[config.mk]
export PLATFORM = sky130hd
export DESIGN_NAME = fp_operand_console
export DESIGN_NICKNAME = d
export VERILOG_FILES = /design/src/rtl/fp_console_pkg.sv /design/src/rtl/operand_entry_reg.sv /design/src/rtl/fp_operand_console.sv
export SDC_FILE = /design/constraint.sdc
export NUM_CORES = 1
export LEC_CHECK = 0
export ABC_CLOCK_PERIOD_IN_PS = 2100
export CAP_MARGIN = 20
export CORE_ASPECT_RATIO = 1.5
export CORE_MARGIN = 3
export CORE_UTILIZATION = 49
export CTS_CLUSTER_DIAMETER = 60
export DETAILED_ROUTE_END_ITERATION = 10
export HOLD_SLACK_MARGIN = 0.05
export PLACE_DENSITY = 0.8
export SYNTH_ARGS = -nofsm -noshare
export SYNTH_HDL_FRONTEND = slang
export SYNTH_SLANG_ARGS = --single-unit
export TNS_END_PERCENT = 100
[constraint.sdc]
create_clock -name clk -period 2.1 [get_ports clk]
set_clock_uncertainty 0.05 [all_clocks]
set_input_delay 0.42 -clock clk [delete_from_list [all_inputs] [get_ports clk]]
set_output_delay 0.42 -clock clk [all_outputs]
set_load 0.005 [all_outputs]
[src/rtl/fp_console_pkg.sv]
// Shared definitions for the operand console: state codes and default operand size.
package fp_console_pkg;

    localparam int DIGITS_DEF = 4;

    typedef enum logic [2:0] {
        S_IDLE    = 3'd0,
        S_ENTER_A = 3'd1,
        S_ENTER_B = 3'd2,
        S_WAIT    = 3'd3,
        S_SHOW    = 3'd4
    } state_t;

endpackage

[src/rtl/operand_entry_reg.sv]
// DIGITS-nibble operand register with one-hot nibble write or shift-in entry.
module operand_entry_reg
    import fp_console_pkg::*;
#(
    parameter int DIGITS = DIGITS_DEF
) (
    input  logic                  clk,
    input  logic                  rst_n,
    input  logic                  clear,
    input  logic                  key_en,
    input  logic [DIGITS-1:0]     sel,
    input  logic [3:0]            key_code,
    output logic [4*DIGITS-1:0]   value
);

    logic [4*DIGITS-1:0] value_d;
    logic                sel_onehot;

    assign sel_onehot = (sel != '0) && ((sel & (sel - DIGITS'(1))) == '0);

    // A multi-hot cursor leaves the operand untouched.
    always_comb begin
        value_d = value;
        if (sel == '0) begin
            value_d = (value << 4) | (4*DIGITS)'(key_code);
        end else if (sel_onehot) begin
            for (int i = 0; i < DIGITS; i++) begin
                if (sel[i]) value_d[4*i +: 4] = key_code;
            end
        end
    end

    always_ff @(posedge clk or negedge rst_n) begin
        if (!rst_n) begin
            value <= '0;
        end else if (clear) begin
            value <= '0;
        end else if (key_en) begin
            value <= value_d;
        end
    end

endmodule

[src/rtl/fp_operand_console.sv]
// Operand entry, adder launch with timeout, and result display controller.
module fp_operand_console
    import fp_console_pkg::*;
#(
    parameter int DIGITS  = DIGITS_DEF,
    parameter int TIMEOUT = 15
) (
    input  logic                  clk,
    input  logic                  rst_n,
    input  logic                  key_valid,
    input  logic [3:0]            key_code,
    input  logic [DIGITS-1:0]     digit_sel,
    input  logic                  btn_clear,
    input  logic                  btn_load_a,
    input  logic                  btn_load_b,
    input  logic                  btn_run,
    output logic [4*DIGITS-1:0]   op_a,
    output logic [4*DIGITS-1:0]   op_b,
    output logic                  start,
    input  logic                  done,
    input  logic [4*DIGITS-1:0]   result,
    output logic [4*DIGITS-1:0]   disp_nib,
    output logic [DIGITS-1:0]     disp_blank,
    output logic [2:0]            mode,
    output logic                  busy,
    output logic                  timeout_err
);

    localparam int CNT_W = $clog2(TIMEOUT + 1);

    state_t              state_q, state_d;
    logic [CNT_W-1:0]    cnt_q;
    logic [4*DIGITS-1:0] result_q;
    logic                launch, capture, expire, btn_one;
    logic                key_en_a, key_en_b;

    // Keys land in the operand of the state the cycle started in.
    assign key_en_a = key_valid && (state_q == S_ENTER_A);
    assign key_en_b = key_valid && (state_q == S_ENTER_B);

    operand_entry_reg #(.DIGITS(DIGITS)) u_reg_a (
        .clk      (clk),
        .rst_n    (rst_n),
        .clear    (btn_clear),
        .key_en   (key_en_a),
        .sel      (digit_sel),
        .key_code (key_code),
        .value    (op_a)
    );

    operand_entry_reg #(.DIGITS(DIGITS)) u_reg_b (
        .clk      (clk),
        .rst_n    (rst_n),
        .clear    (btn_clear),
        .key_en   (key_en_b),
        .sel      (digit_sel),
        .key_code (key_code),
        .value    (op_b)
    );

    always_comb begin
        state_d = state_q;
        launch  = 1'b0;
        capture = 1'b0;
        expire  = 1'b0;
        btn_one = ({btn_load_a, btn_load_b, btn_run} == 3'b100) ||
                  ({btn_load_a, btn_load_b, btn_run} == 3'b010) ||
                  ({btn_load_a, btn_load_b, btn_run} == 3'b001);
        if (btn_clear) begin
            state_d = S_IDLE;
        end else begin
            case (state_q)
                S_WAIT: begin
                    // done on the expiry cycle takes precedence over the error
                    if (done) begin
                        capture = 1'b1;
                        state_d = S_SHOW;
                    end else if (cnt_q == CNT_W'(1)) begin
                        expire  = 1'b1;
                        state_d = S_SHOW;
                    end
                end
                default: begin
                    if (btn_one) begin
                        if (btn_load_a && state_q != S_ENTER_A) begin
                            state_d = S_ENTER_A;
                        end else if (btn_load_b && state_q != S_ENTER_B) begin
                            state_d = S_ENTER_B;
                        end else if (btn_run) begin
                            launch  = 1'b1;
                            state_d = S_WAIT;
                        end
                    end
                end
            endcase
        end
    end

    always_ff @(posedge clk or negedge rst_n) begin
        if (!rst_n) begin
            state_q     <= S_IDLE;
            start       <= 1'b0;
            cnt_q       <= '0;
            result_q    <= '0;
            timeout_err <= 1'b0;
        end else begin
            state_q <= state_d;
            start   <= launch;
            if (launch) begin
                cnt_q <= CNT_W'(TIMEOUT);
            end else if (state_q == S_WAIT && cnt_q != '0) begin
                cnt_q <= cnt_q - CNT_W'(1);
            end
            if (btn_clear) begin
                result_q <= '0;
            end else if (capture) begin
                result_q <= result;
            end
            if (btn_clear || launch) begin
                timeout_err <= 1'b0;
            end else if (expire) begin
                timeout_err <= 1'b1;
            end
        end
    end

    always_ff @(posedge clk or negedge rst_n) begin
        if (!rst_n) begin
            disp_nib   <= '0;
            disp_blank <= '0;
        end else begin
            disp_blank <= '0;
            case (state_q)
                S_ENTER_A: disp_nib <= op_a;
                S_ENTER_B: disp_nib <= op_b;
                S_SHOW:    disp_nib <= result_q;
                S_WAIT: begin
                    disp_nib   <= '0;
                    disp_blank <= '1;
                end
                default:   disp_nib <= '0;
            endcase
        end
    end

    assign busy = (state_q == S_WAIT);
    assign mode = 3'(state_q);

endmodule

Word level (Yosys, flattened, before mapping)
Index checks and enable logic that the tools add are counted.
Widths: inputs -> output; s select.
- add/sub/neg operators: 2
- eq/ne operators: 11
- muxes and demuxes: 40
- bitwise gates (word level): 3
- reductions and logical operators: 34
- operator list (operator ; number):
    $mux 16 ; 9
    $pmux 16 s3 ; 1
    $or 16x4->16 ; 2
    $mux 4 ; 7
    $reduce_and 3->1 ; 9
    $mux 3 ; 8
    $reduce_bool 3->1 ; 6
    $mux 1 ; 15
    $reduce_bool 2->1 ; 5
    $eq 3x2->1 const B ; 3
    $logic_not 4->1 ; 2
    $reduce_bool 4->1 ; 2
    $sub 4x1->4 const B ; 2
    $eq 3x1->1 const B ; 2
    $eq 3x3->1 const B ; 2
    $logic_and 1x1->1 ; 6
    $reduce_bool 5->1 ; 1
    $and 4x4->4 ; 1
    $eq 4x1->1 const B ; 1
    $ne 4x3->1 const B ; 1
    $logic_or 1x1->1 ; 3
    $ne 3x1->1 const B ; 1
    $ne 3x2->1 const B ; 1
- register bits: 77
- output and inout bits: 58

Depth between registers and ports, before layout
Gate-level depths: netlist (run 1).
- depth after elaboration: 9
- mapped depth: 6
- mapped depth without buffers: 6

Modules after synthesis
Synthesis (run 1) repeated with hierarchy kept, for this count alone.
- cells, all modules: 322
- area total of the unflattened synthesis: 3634.7 um^2
- by module, submodules not included (module ; times used ; cells an instance ; area an instance (um^2)):
    fp_operand_console ; 1 ; 182 ; 1995.7
    operand_entry_reg ; 2 ; 70 ; 819.5

Worst setup path before layout (run 1)
OpenSTA, ideal clock, no wires.
- path kind: reg-to-reg
- start point: reg state_q[1] (netlist: mode[1])
- end point: reg u_reg_a.value[10]
- library setup time: 0.125 ns
- arrival time: 1.491 ns
- required time: 1.925 ns
- path slack: 0.434 ns
- cell stages (with the launch flop): 6
- cell sequence: dfrtp_1 > buf_2 > and4bb_2 > nor3b_2 > a21oi_2 > mux2_2
- longest elaborated chain between the ends: 4
- RTL lines (item ; line ; RTL):
    from (decl) ; fp_operand_console.sv:31 ; state_t state_q, state_d;
    from (signal assigned) ; fp_operand_console.sv:107 ; state_q <= state_d;
    $eq 3x1->1 ; fp_operand_console.sv:38 ; assign key_en_a = key_valid && (state_q == S_ENTER_A);
    $logic_and 1x1->1 ; fp_operand_console.sv:38 ;
    $reduce_bool 2->1 (no line) ; -- ;
    $reduce_and 3->1 (no line) ; -- ;
    to (signal assigned) ; operand_entry_reg.sv:39 ; value <= value_d;
    to (decl) ; operand_entry_reg.sv:13 ; output logic [4*DIGITS-1:0] value
No other way between the ends.
A chain may end at the register's enable or synchronous reset.

Worst setup path after layout (run 1)
- start point: reg state_q[2] (netlist: mode[2])
- end point: out mode[2]
- RTL lines (item ; line ; RTL):
    to (decl) ; fp_operand_console.sv:24 ; output logic [2:0] mode,
No word-level cell between the ends.

==> key figures, run 1 <==
Status
  – Outcome: finished, final reports clean

Finish
  – Area growth from synthesis to layout: 35.9%
  – Final Core Density: 0.691
  – Ant diodes: 0
  – Nets: 463
  – Filler cells: around 530
  – Layout cells sized above 1: 0.182

Synth
  – Fraction of the mapped netlist area in adder cells: 0.00709
  – Mean Syn Cell Area: between 10 and 15 µm²
  – Post-synth top area share: 0.524
  – Simple-gate share of the synthesized area: 0.141
  – Dominant synthesized flop cell: dfrtp_1
  – Mux cell area share after synthesis: 0.0794
  – Largest cells by area after synthesis: dfrtp_1 52%, mux2_2 7.7%, nand2_1 4.6%
  – Post-synthesis compound-gate area fraction: 0.199
  – Area leader, netlist: dfrtp_1
  – Distinct cells, synth: 47
  – Main combinational cell family by area after synthesis: compound AO/OA/AOI/OAI gates
  – Synth Net Count: approximately 360
  – Seq/Total Area, Yosys: 0.524
  – Cell area after synthesis: 0.00353 mm²
  – Number of synthesized register bits: 74
  – Yosys warns: 0
  – Post-synth EDFFs: 0
  – Xor and xnor fraction of the mapped netlist area: 0.00496
  – Synth Instances: approximately 330
  – Fraction of registers with async set/reset: 1.00

Placed design
  – Post-Place Setup Slack: -0.0682 ns
  – IO Port Bufs: ~90
  – HPWL Detailed: roughly 6400 µm
  – GPL Wtd Cong: 0.837

Worst setup path
  – CP arrival: roughly 1.5 ns
  – Worst r2r src: cnt_q[1]$_DFFE_PN0P_
  – Slowest-stage cell, CP: clkdlybuf4s50_1
  – CP max FO: 22
  – Critical Path Max Stage Delay: 0.54 ns
  – CP Data Required Time: 1.63 ns
  – WP buf/inv: 2
  – R2r setup slk: approximately 0.27 ns
  – Critical Path Source Type: flip-flop
  – Crit Path Category: reg2out
  – Crit-path cells: buf_4, clkdlybuf4s50_1
  – Crit. End Element: output pin
  – Reg2reg end: mode[1]$_DFFE_PN0P_
  – Top delay family on crit path: buffers and inverters
  – Depth of the worst register-to-register path: 6

Timing
  – Final hold vios: 0
  – F_max: 500 MHz
  – RSZ-0062 raised after global routing: false
  – Final hold slack: about 0.023 ns
  – Final setup violation count: 0
  – Ratio of final minimum period to clock period: 0.952
  – PnR worst setup slack: about 0.1 ns
  – Headroom to the max-slew limit: 0.405
  – Worst-Margin Slew: ~0.89 ns
  – Slew Viols, Final: 0
  – Final worst path period need: 2.00 ns

Die
  – # rows: 37
  – Ports: 90
  – Total die area: 0.00828 mm²
  – Die H: between 100 and 150 µm
  – Initial Util: 0.508
  – Core area: a little under 0.007 mm²
  – Die Wd: 75.3 µm

Drt
  – DR pass1 iterations: 5
  – Vias per cell: slightly below 6
  – Routed Wire Length: slightly below 9000 µm
  – DR iter-0 viols: approximately 170
  – Via count: between 2,000 and 3,000
  – # DRC: 0
  – WL/cell: 17.4 µm
  – Remaining antenna violation count: 0

Clocking
  – Post-CTS setup buffer count: 0
  – Worst-path clk slew: around 0.070 ns
  – Htree depth: 3
  – Sink Count: 74
  – Root Buffer: clkbuf_8
  – CTS tree: yes
  – TritonCTS Buffers: 9
  – Number of buffers on the longest clock path: 2
  – Clock Latency Late Sink: roughly 0.35 ns

Global route
  – Pin count of the biggest net entering global routing: 75
  – Vias in the first global route: a little over 3,000
  – Grt ovf: 0
  – Antenna violations before repair: 0
  – First-pass GRT wire length: roughly 15,000 µm
  – GRT Resource Usage Total: 0.237

Power
  – Pwr dens: between 700 and 800 mW/mm²
  – Peak supply drop: just over 0.4 mV
  – Pleak: 0.00208 µW

Min path
  – HP Class: in2async

Run
  – Number of max-cap violations: 0
-- cell type report --
type	count	area, µm²	share of cell area
Timing Repair Buffer	111	1090	0.227
Sequential cell	74	1850	0.386
Tap cell	78	97.6	0.0203
Inverter	9	36.3	0.00756
Clock inverter	5	55.1	0.0115
Clock buffer	10	138	0.0287
Multi-Input combinational cell	224	1530	0.319
-- cell usage after synthesis (2+ instances only) --
library cell,instances
a21oi_1,30
nor2b_1,6
nand3_1,2
buf_2,10
a31oi_1,2
a22oi_1,16
dfrtp_1,74
or3_1,3
nor2_1,7
clkbuf_1,5
o21ai_0,17
a211oi_1,2
mux2_2,24
a22o_1,16
nor3_1,4
or3b_1,2
o31ai_1,8
ha_1,2
nand2_1,43
nand2b_1,3
nand2_4,4
o21ai_1,5
a21oi_2,5
inv_1,8
and2_1,4
nor3b_2,3
buf_4,4
-- cell families (layout without fill, tap and decap cells) --
| kind of cell | count (synthesis) | in the layout |
|---|---|---|
| adders and majority gates | 2 | 2 |
| DFF | 74 | 74 |
| AOI/OAI and AO/OA | 107 | 107 |
| buffers and inverters | 31 | 135 |
| xor gates and xnor gates | 2 | 2 |
| and+or+nand+nor | 88 | 88 |
| muxes | 25 | 25 |
-- repair_timing --
item / 4_1_cts / 5_1_grt
setup endpoints to repair: 0 / 1
endpoints found under the hold margin: 0 / 0
gates resized for setup: 0 / 2
hold buffers: 0 / 0
-- layer usage --
| metal | global-route usage | up-vias | part of all wire |
|---|---|---|---|
| li1 | - | 1380 | - |
| met1 | 0.298 | 1474 | 0.39 |
| met2 | 0.388 | 98 | 0.54 |
| met3 | 0.0448 | 19 | 0.049 |
| met4 | 0.113 | 0 | 0.024 |
| met5 | 0 | - | 0 |
-- per-stage QoR --
step / power [µW] / setup TNS [ns] / instances / area (µm²)
2_1_floorplan: 1970 / 0 / 329 / 3530
3_3_place_gp: 2370 / -0.589 / 496 / 4600
3_5_place_dp: 2390 / -1.08 / 496 / 4600
4_1_cts: 3450 / 0 / 511 / 4790
5_1_grt: 3610 / 0 / 511 / 4800
6_report: 3440 / 0 / 511 / 4800
-- sequential cells by signal, summed over array words and instances, names as in the netlist --
register and cells:
disp_nib 16, result_q 16, u_reg_a.value 16, u_reg_b.value 16
cnt_q 4, mode 3, disp_blank 1, start 1
timeout_err 1
-- where the power goes --
group          switching, µW  leakage [µW]  internal, µW
clock                    509     0.0000941           570
sequential               108      0.000979          1550
combinational            314       0.00101           395
total                    931       0.00208          2510
-- how the worst max path moves through the flow --
stage	start	cells after the start	end
2_1_floorplan	mode[1]$_DFFE_PN0P_	5	u_reg_a.value[10]$_DFFE_PN0P_
3_3_place_gp	digit_sel[1]	6	u_reg_a.value[13]$_DFFE_PN0P_
3_5_place_dp	digit_sel[1]	6	u_reg_b.value[13]$_DFFE_PN0P_
5_1_grt	mode[2]$_DFFE_PN0P_	2	mode[2]
6_report	mode[2]$_DFFE_PN0P_	2	mode[2]
4_1_cts	mode[2]$_DFFE_PN0P_	3	busy
-- cells in the final DEF (no fill, tap or decap), types with 2 or more instances in the layout --
master,netlist,routed
nor3b_2,3,3
inv_1,8,8
dfrtp_1,74,74
clkinv_2,0,2
nor3_1,4,4
clkbuf_8,0,10
clkdlybuf4s50_1,0,88
a31oi_1,2,2
and2_1,4,4
clkinvlp_4,0,2
o21ai_1,5,5
buf_4,4,19
buf_12,0,3
nand2_4,4,4
a22oi_1,16,16
mux2_2,24,24
nand2b_1,3,3
a211oi_1,2,2
ha_1,2,2
a21oi_2,5,5
o21ai_0,17,17
o31ai_1,8,8
nor2b_1,6,6
or3b_1,2,2
or3_1,3,3
nand2_1,43,43
a21oi_1,30,30
nand3_1,2,2
a22o_1,16,16
nor2_1,7,7
Note: power is estimated with default switching activity, not from simulation.
==> inputs of run 2 (changes only) <==
--- a/config.mk
+++ b/config.mk
@@ -6,7 +6,7 @@
 export NUM_CORES = 1
 export LEC_CHECK = 0
 export ABC_CLOCK_PERIOD_IN_PS = 2100
-export CAP_MARGIN = 20
+export CAP_MARGIN = 5
 export CORE_ASPECT_RATIO = 1.5
 export CORE_MARGIN = 3
 export CORE_UTILIZATION = 49
==> results of run 2 <==
Final layout, timing and power as in run 1 (identical DEF).
==> inputs of run 3 (changes only) <==
--- a/config.mk
+++ b/config.mk
@@ -14,6 +14,7 @@
 export DETAILED_ROUTE_END_ITERATION = 10
 export HOLD_SLACK_MARGIN = 0.05
 export PLACE_DENSITY = 0.8
+export SKIP_LAST_GASP = 1
 export SYNTH_ARGS = -nofsm -noshare
 export SYNTH_HDL_FRONTEND = slang
 export SYNTH_SLANG_ARGS = --single-unit
==> results of run 3 <==
Final layout, timing and power as in run 1 (identical DEF).
